--- src/rtl/spi_arb_pkg.sv ---
// Shared types and default sizes for the SPI master arbiter.
package spi_arb_pkg;

  localparam int unsigned SPI_ARB_NUM_REQ    = 4;
  localparam int unsigned SPI_ARB_DATA_WIDTH = 8;
  localparam int unsigned SPI_ARB_IDX_W      = $clog2(SPI_ARB_NUM_REQ);

  typedef enum logic [1:0] {
    IDLE   = 2'd0,
    LAUNCH = 2'd1,
    WAIT   = 2'd2,
    DONE   = 2'd3
  } arb_state_e;

endpackage

--- src/rtl/spi_rr_pick.sv ---
// Round-robin pick: first set req bit at or above ptr, wrapping to 0.
module spi_rr_pick
  import spi_arb_pkg::*;
#(
  parameter int unsigned NUM_REQ = SPI_ARB_NUM_REQ,
  parameter int unsigned IDX_W   = SPI_ARB_IDX_W
) (
  input  logic [NUM_REQ-1:0] req,
  input  logic [IDX_W-1:0]   ptr,
  output logic [NUM_REQ-1:0] gnt_c,
  output logic [IDX_W-1:0]   idx_c,
  output logic               any_c
);

  always_comb begin
    int unsigned j;
    logic        found;
    gnt_c = '0;
    idx_c = '0;
    found = 1'b0;
    j     = 0;
    for (int unsigned k = 0; k < NUM_REQ; k++) begin
      j = (32'(ptr) + k) % NUM_REQ;
      if (!found && req[IDX_W'(j)]) begin
        found               = 1'b1;
        gnt_c[IDX_W'(j)]    = 1'b1;
        idx_c               = IDX_W'(j);
      end
    end
    any_c = found;
  end

endmodule

--- src/rtl/spi_master_arbiter.sv ---
// Round-robin arbiter sharing one master_spi among NUM_REQ requesters.
// Optional watchdog on the finish wait: define SPI_ARB_TIMEOUT_EN.
module spi_master_arbiter
  import spi_arb_pkg::*;
#(
  parameter int unsigned NUM_REQ        = SPI_ARB_NUM_REQ,
  parameter int unsigned DATA_WIDTH     = SPI_ARB_DATA_WIDTH,
  parameter int unsigned START_HOLD     = 2,
  parameter int unsigned TIMEOUT_CYCLES = 64
) (
  input  logic                          clk_m,
  input  logic                          rst_n,
  input  logic [NUM_REQ-1:0]            req,
  input  logic [NUM_REQ*DATA_WIDTH-1:0] req_data,
  output logic [NUM_REQ-1:0]            gnt,
  output logic [NUM_REQ-1:0]            rsp_valid,
  output logic [DATA_WIDTH-1:0]         rsp_data,
  output logic                          busy,
  output logic                          spi_start,
  output logic [DATA_WIDTH-1:0]         spi_data,
  input  logic                          spi_finish,
  input  logic [DATA_WIDTH-1:0]         spi_data_rx
`ifdef SPI_ARB_TIMEOUT_EN
  ,
  output logic                          timeout_err
`endif
);

  localparam int unsigned IDX_W   = (NUM_REQ > 1) ? $clog2(NUM_REQ) : 1;
  localparam int unsigned CNT_MAX = (START_HOLD > TIMEOUT_CYCLES) ? START_HOLD : TIMEOUT_CYCLES;
  localparam int unsigned CNT_W   = $clog2(CNT_MAX + 1);

  arb_state_e              state_q, state_d;
  logic [IDX_W-1:0]        ptr_q, ptr_d;
  logic [IDX_W-1:0]        win_q, win_d;
  logic [CNT_W-1:0]        cnt_q, cnt_d;
  logic [DATA_WIDTH-1:0]   tx_q, tx_d;
  logic                    fin_q;
  logic [NUM_REQ-1:0]      gnt_q, gnt_d;
  logic [NUM_REQ-1:0]      rsp_valid_q, rsp_valid_d;
  logic [DATA_WIDTH-1:0]   rsp_data_q, rsp_data_d;
  logic                    busy_q, busy_d;
  logic                    spi_start_q, spi_start_d;
  logic [DATA_WIDTH-1:0]   spi_data_q, spi_data_d;
`ifdef SPI_ARB_TIMEOUT_EN
  logic                    timeout_q, timeout_d;
`endif

  logic [NUM_REQ-1:0]      pick_gnt_c;
  logic [IDX_W-1:0]        pick_idx_c;
  logic                    pick_any_c;
  logic                    fin_rise_c;
  logic                    hold_done_c;
  logic                    tmo_hit_c;

  spi_rr_pick #(
    .NUM_REQ (NUM_REQ),
    .IDX_W   (IDX_W)
  ) u_pick (
    .req   (req),
    .ptr   (ptr_q),
    .gnt_c (pick_gnt_c),
    .idx_c (pick_idx_c),
    .any_c (pick_any_c)
  );

  // Only a fresh 0->1 edge of finish completes a transfer.
  assign fin_rise_c  = spi_finish & ~fin_q;
  assign hold_done_c = (cnt_q == CNT_W'(START_HOLD - 1));
`ifdef SPI_ARB_TIMEOUT_EN
  assign tmo_hit_c   = (cnt_q == CNT_W'(TIMEOUT_CYCLES - 1));
`else
  assign tmo_hit_c   = 1'b0;
`endif

  always_ff @(posedge clk_m or negedge rst_n) begin
    if (!rst_n) begin
      state_q     <= IDLE;
      ptr_q       <= '0;
      win_q       <= '0;
      cnt_q       <= '0;
      tx_q        <= '0;
      fin_q       <= 1'b0;
      gnt_q       <= '0;
      rsp_valid_q <= '0;
      rsp_data_q  <= '0;
      busy_q      <= 1'b0;
      spi_start_q <= 1'b0;
      spi_data_q  <= '0;
`ifdef SPI_ARB_TIMEOUT_EN
      timeout_q   <= 1'b0;
`endif
    end else begin
      state_q     <= state_d;
      ptr_q       <= ptr_d;
      win_q       <= win_d;
      cnt_q       <= cnt_d;
      tx_q        <= tx_d;
      fin_q       <= spi_finish;
      gnt_q       <= gnt_d;
      rsp_valid_q <= rsp_valid_d;
      rsp_data_q  <= rsp_data_d;
      busy_q      <= busy_d;
      spi_start_q <= spi_start_d;
      spi_data_q  <= spi_data_d;
`ifdef SPI_ARB_TIMEOUT_EN
      timeout_q   <= timeout_d;
`endif
    end
  end

  // Next state, pointer, winner latch and the hold/watchdog counter.
  always_comb begin
    state_d = state_q;
    ptr_d   = ptr_q;
    win_d   = win_q;
    tx_d    = tx_q;
    cnt_d   = '0;
    unique case (state_q)
      IDLE: begin
        if (pick_any_c) begin
          state_d = LAUNCH;
          win_d   = pick_idx_c;
          for (int unsigned i = 0; i < NUM_REQ; i++) begin
            if (pick_idx_c == IDX_W'(i)) tx_d = req_data[i*DATA_WIDTH +: DATA_WIDTH];
          end
        end
      end
      LAUNCH: begin
        if (hold_done_c) state_d = WAIT;
        else             cnt_d   = cnt_q + CNT_W'(1);
      end
      WAIT: begin
        if (fin_rise_c || tmo_hit_c) state_d = DONE;
        else                         cnt_d   = cnt_q + CNT_W'(1);
      end
      DONE: begin
        state_d = IDLE;
        ptr_d   = (win_q == IDX_W'(NUM_REQ - 1)) ? '0 : win_q + IDX_W'(1);
      end
      default: state_d = IDLE;
    endcase
  end

  always_comb begin
    gnt_d       = gnt_q;
    rsp_valid_d = '0;
    rsp_data_d  = rsp_data_q;
    busy_d      = (state_d != IDLE);
    spi_start_d = 1'b0;
    spi_data_d  = '0;
`ifdef SPI_ARB_TIMEOUT_EN
    timeout_d   = timeout_q;
`endif
    unique case (state_q)
      IDLE: begin
        if (pick_any_c) gnt_d = pick_gnt_c;
      end
      LAUNCH: begin
        spi_start_d = 1'b1;
        spi_data_d  = tx_q;
      end
      WAIT: begin
        if (fin_rise_c) begin
          rsp_valid_d = gnt_q;
          rsp_data_d  = spi_data_rx;
        end else if (tmo_hit_c) begin
          rsp_valid_d = gnt_q;
          rsp_data_d  = '0;
`ifdef SPI_ARB_TIMEOUT_EN
          timeout_d   = 1'b1;
`endif
        end
      end
      DONE: gnt_d = '0;
      default: gnt_d = '0;
    endcase
  end

  assign gnt         = gnt_q;
  assign rsp_valid   = rsp_valid_q;
  assign rsp_data    = rsp_data_q;
  assign busy        = busy_q;
  assign spi_start   = spi_start_q;
  assign spi_data    = spi_data_q;
`ifdef SPI_ARB_TIMEOUT_EN
  assign timeout_err = timeout_q;
`endif

endmodule

--- config.mk ---
export PLATFORM = sky130hd
export DESIGN_NAME = spi_master_arbiter
export DESIGN_NICKNAME = d
export VERILOG_FILES = /design/src/rtl/spi_arb_pkg.sv /design/src/rtl/spi_rr_pick.sv /design/src/rtl/spi_master_arbiter.sv
export SDC_FILE = /design/constraint.sdc
export NUM_CORES = 1
export LEC_CHECK = 0
export CAP_MARGIN = 30
export CORE_ASPECT_RATIO = 1.4
export CORE_MARGIN = 2
export CORE_UTILIZATION = 48
export CTS_CLUSTER_SIZE = 24
export DETAILED_ROUTE_END_ITERATION = 6
export MAX_ROUTING_LAYER = met4
export PLACE_DENSITY_LB_ADDON = 0.3
export SKIP_LAST_GASP = 1
export SLEW_MARGIN = 20
export SYNTH_ARGS = -nofsm -noshare
export SYNTH_HDL_FRONTEND = slang
export SYNTH_SLANG_ARGS = --single-unit
--- constraint.sdc ---
create_clock -name clk_m -period 3.3 [get_ports clk_m]
set_clock_uncertainty 0.05 [all_clocks]
set_input_delay 0.66 -clock clk_m [delete_from_list [all_inputs] [get_ports clk_m]]
set_output_delay 0.66 -clock clk_m [all_outputs]
set_load 0.05 [all_outputs]
==> reports/metrics.cfg <==
[worst_setup_path]
r2r-start = ptr_q[0]
cp.arrival_ns = 3.03
worstPathRequired_ns = 3.46
r2r_cells = 8
critPathMaxStageDelay_ns = 0.60
path_depth = 7
r2r_slack_ns = 0.50
endpoint = tx_q[4]
reg2reg_to = tx_q[4]
path_max_fanout = 9
path_cells = clkdlybuf4s50_1, mux4_2, or3_4, nor3_2, a221oi_1, or2_0, o221ai_1
worstSetupPathType = in -> reg
cp-start-kind = primary input
crit_buf_inv = 1
crit_start = req[2]
critPathTopFamily = simple AND/OR/NAND/NOR gates
critPathCaptureType = register
slowest_stage = mux4_2

[routing]
ant_nets = 0
viasPerCell = 5.18
dr_total_vias = 1886
post_drt_wl_per_cell_um = 13.5
drtIter0Drc = 76
drt_first_pass_iters = 4
drt-total-wl_mm = 4.90
drc_errors = 0

[synthesis]
synth_cell_types = 45
synth_edf_count = 0
ys_top_cells_by_count = 48 x dfrtp_1, 19 x mux2i_1, 17 x nor2_1, 16 x ha_1, 14 x nand2_1
synthTopCellsByArea = dfrtp_1 47%, ha_1 7.9%, mux2i_1 7.5%, mux2_2 4.4%, mux4_2 3.5%
synth_area_um2 = 2550
synth_most_common_cell = dfrtp_1
synth_cells = 219
yosys.area.top_type = dfrtp_1
synth_seq_area_share_pct = 47.2
synth_warnings = 0
ys_async_sr_fraction_pct = 100
syn-num-nets = 282
ys_ff_latch = 48
syn_avg_cell_area_um2 = 11.6
synthFlopType = dfrtp_1
synth.top_cell.area_share_pct = 47.2

[layout]
post-route-util_pct = 68.1
stdcell_count = 364
drive_gt1_share_pct = 12.8
n_fill_cell = 400
syn_to_final_growth_pct = 37.9
diodes = 0
layout.nets = 360

[place]
place_ws_ns = 0.0781
gp_congestion = 0.772
hpwl_mm = 3.85
dp.cells = 356
portBuffers = 72

[floorplanning]
die_area_um2 = 5910
die_h_um = 90.2
die_w_um = 65.6
io_pins = 73
rows = 31
initial_core_util_pct = 49.4
coreArea_um2 = 5160

[sta]
period_share_pct = 87.0
final_hold_viol_count = 0
tns_ns = 0
fmax_mhz = 348
setup_viol = 0
max_slew_margin_pct = 63.8
setup_slack_ns = 0.429
tightest_slew_ns = 0.540
period_minus_slack_ns = 2.87
rsz0062_at_grt = false
slew_viol_final = 0

[pwr]
p_per_area_nw_per_um2 = 982
leakage_nw = 1.55
vdd_drop_max_uv = 469
finalPower_w = 0.00345

[global_routing]
grt_overflow_total = 0
grt_pass1_vias = 2052
use_met1_pct = 21.6
grt_use_met2_pct = 34.3
grt_max_degree = 27
busiest_layer = met2
grt_first_pass_wirelength_mm = 8.83
grtUsageMet3_pct = 2.38
grt_usage_pct = 19.0
antenna_found_initial = 0

[run]
cap_violations = 0

[clocking]
h-tree-depth = 2
hold_buffers = 0
postCtsResizedCells = 0
root_buffer = clkbuf_8
clk_latency_ns = 0.30
clk_pin_slew_worst_paths_ns = 0.09
clk_path_buf_depth = 2
cts_tree = done
cts_setup_buffers = 0
clkSinkCount = 48
cts_made_buffers = 5

[status]
status = complete, no violations

[hold_path]
min_path_type = in -> async

worst register-to-register path, delay by kind of cell (launching register included):
family | cells | cell delay, ns
mux | 1 | 0.29
buf+inv | 1 | 0.23
simple gates | 1 | 0.46
compound gates | 4 | 0.90
flops | 1 | 0.39
fa+ha+maj | 1 | 0.35
power by group:
part           switching, W  leakage (nW)  total, W  internal (W)
Clock              0.000195        0.0687  0.000500      0.000305
Combinational       0.00118         0.858   0.00205      0.000872
Sequential        0.0000998         0.619  0.000902      0.000802
placed cells by master (no fill, tap or decap), drive strengths merged, types with 3 or more instances in the layout:
master / instances
and2: 12
dfrtp: 48
buf: 9
a21oi: 4
o21ai: 6
clkbuf: 5
clkdlybuf4s50: 71
nand2: 14
ha: 16
mux4: 4
a221oi: 5
mux2: 10
and3: 4
mux2i: 19
nor2: 18
o221ai: 8
inv: 10
o32ai: 3
a22oi: 4
xnor2: 4
sequential cells by signal, indices dropped and copies added (netlist names):
name       cells
rsp_data       8
state_q        2
fin_q          1
gnt            4
busy           1
tx_q           8
spi_data       8
cnt_q          7
win_q          2
rsp_valid      4
spi_start      1
ptr_q          2
final cells by class:
cell class	instances	area, um2	area share, %
clock buffer	5	68.8	1.96
clock inverter	3	68.8	1.96
inverter	9	33.8	0.962
multi-input combinational	153	1260	35.8
sequential	48	1200	34.2
tap	66	82.6	2.35
timing repair buffer	80	801	22.8
metrics by stage:
step / area, um2 / hold slack [ns]
2_1_floorplan: 2550 / 0.314
3_3_place_gp: 3350 / 0.415
3_5_place_dp: 3370 / 0.421
4_1_cts: 3510 / 0.292
5_1_grt: 3510 / 0.310
6_report: 3510 / 0.274
metal layers:
layer	wire length [um]	part of all wire [%]	up-vias
li1	-	-	941
met5	0	0	-
met2	2700	55	40
met3	133	2.7	5
met1	1990	41	900
met4	76	1.6	0
worst min-delay path by stage:
stage               cells after the start     endpoint  slack (ns)
floorplan                               0         busy        0.31
global placement                        2      tx_q[6]        0.41
detailed placement                      2      tx_q[2]        0.42
CTS                                     1  spi_data[3]        0.29
global route                            1  spi_data[3]        0.31
finish                                  1  spi_data[3]        0.27
cells by family after synthesis:
family	share of synthesized area (%)
buffers and inverters	3.49
xor gates and xnor gates	2.06
and+or+nand+nor	12.5
DFF	47.2
muxes	15.4
AOI/OAI and AO/OA	11.5
adders and majority gates	7.86
Note: power is estimated with default switching activity, not from simulation.
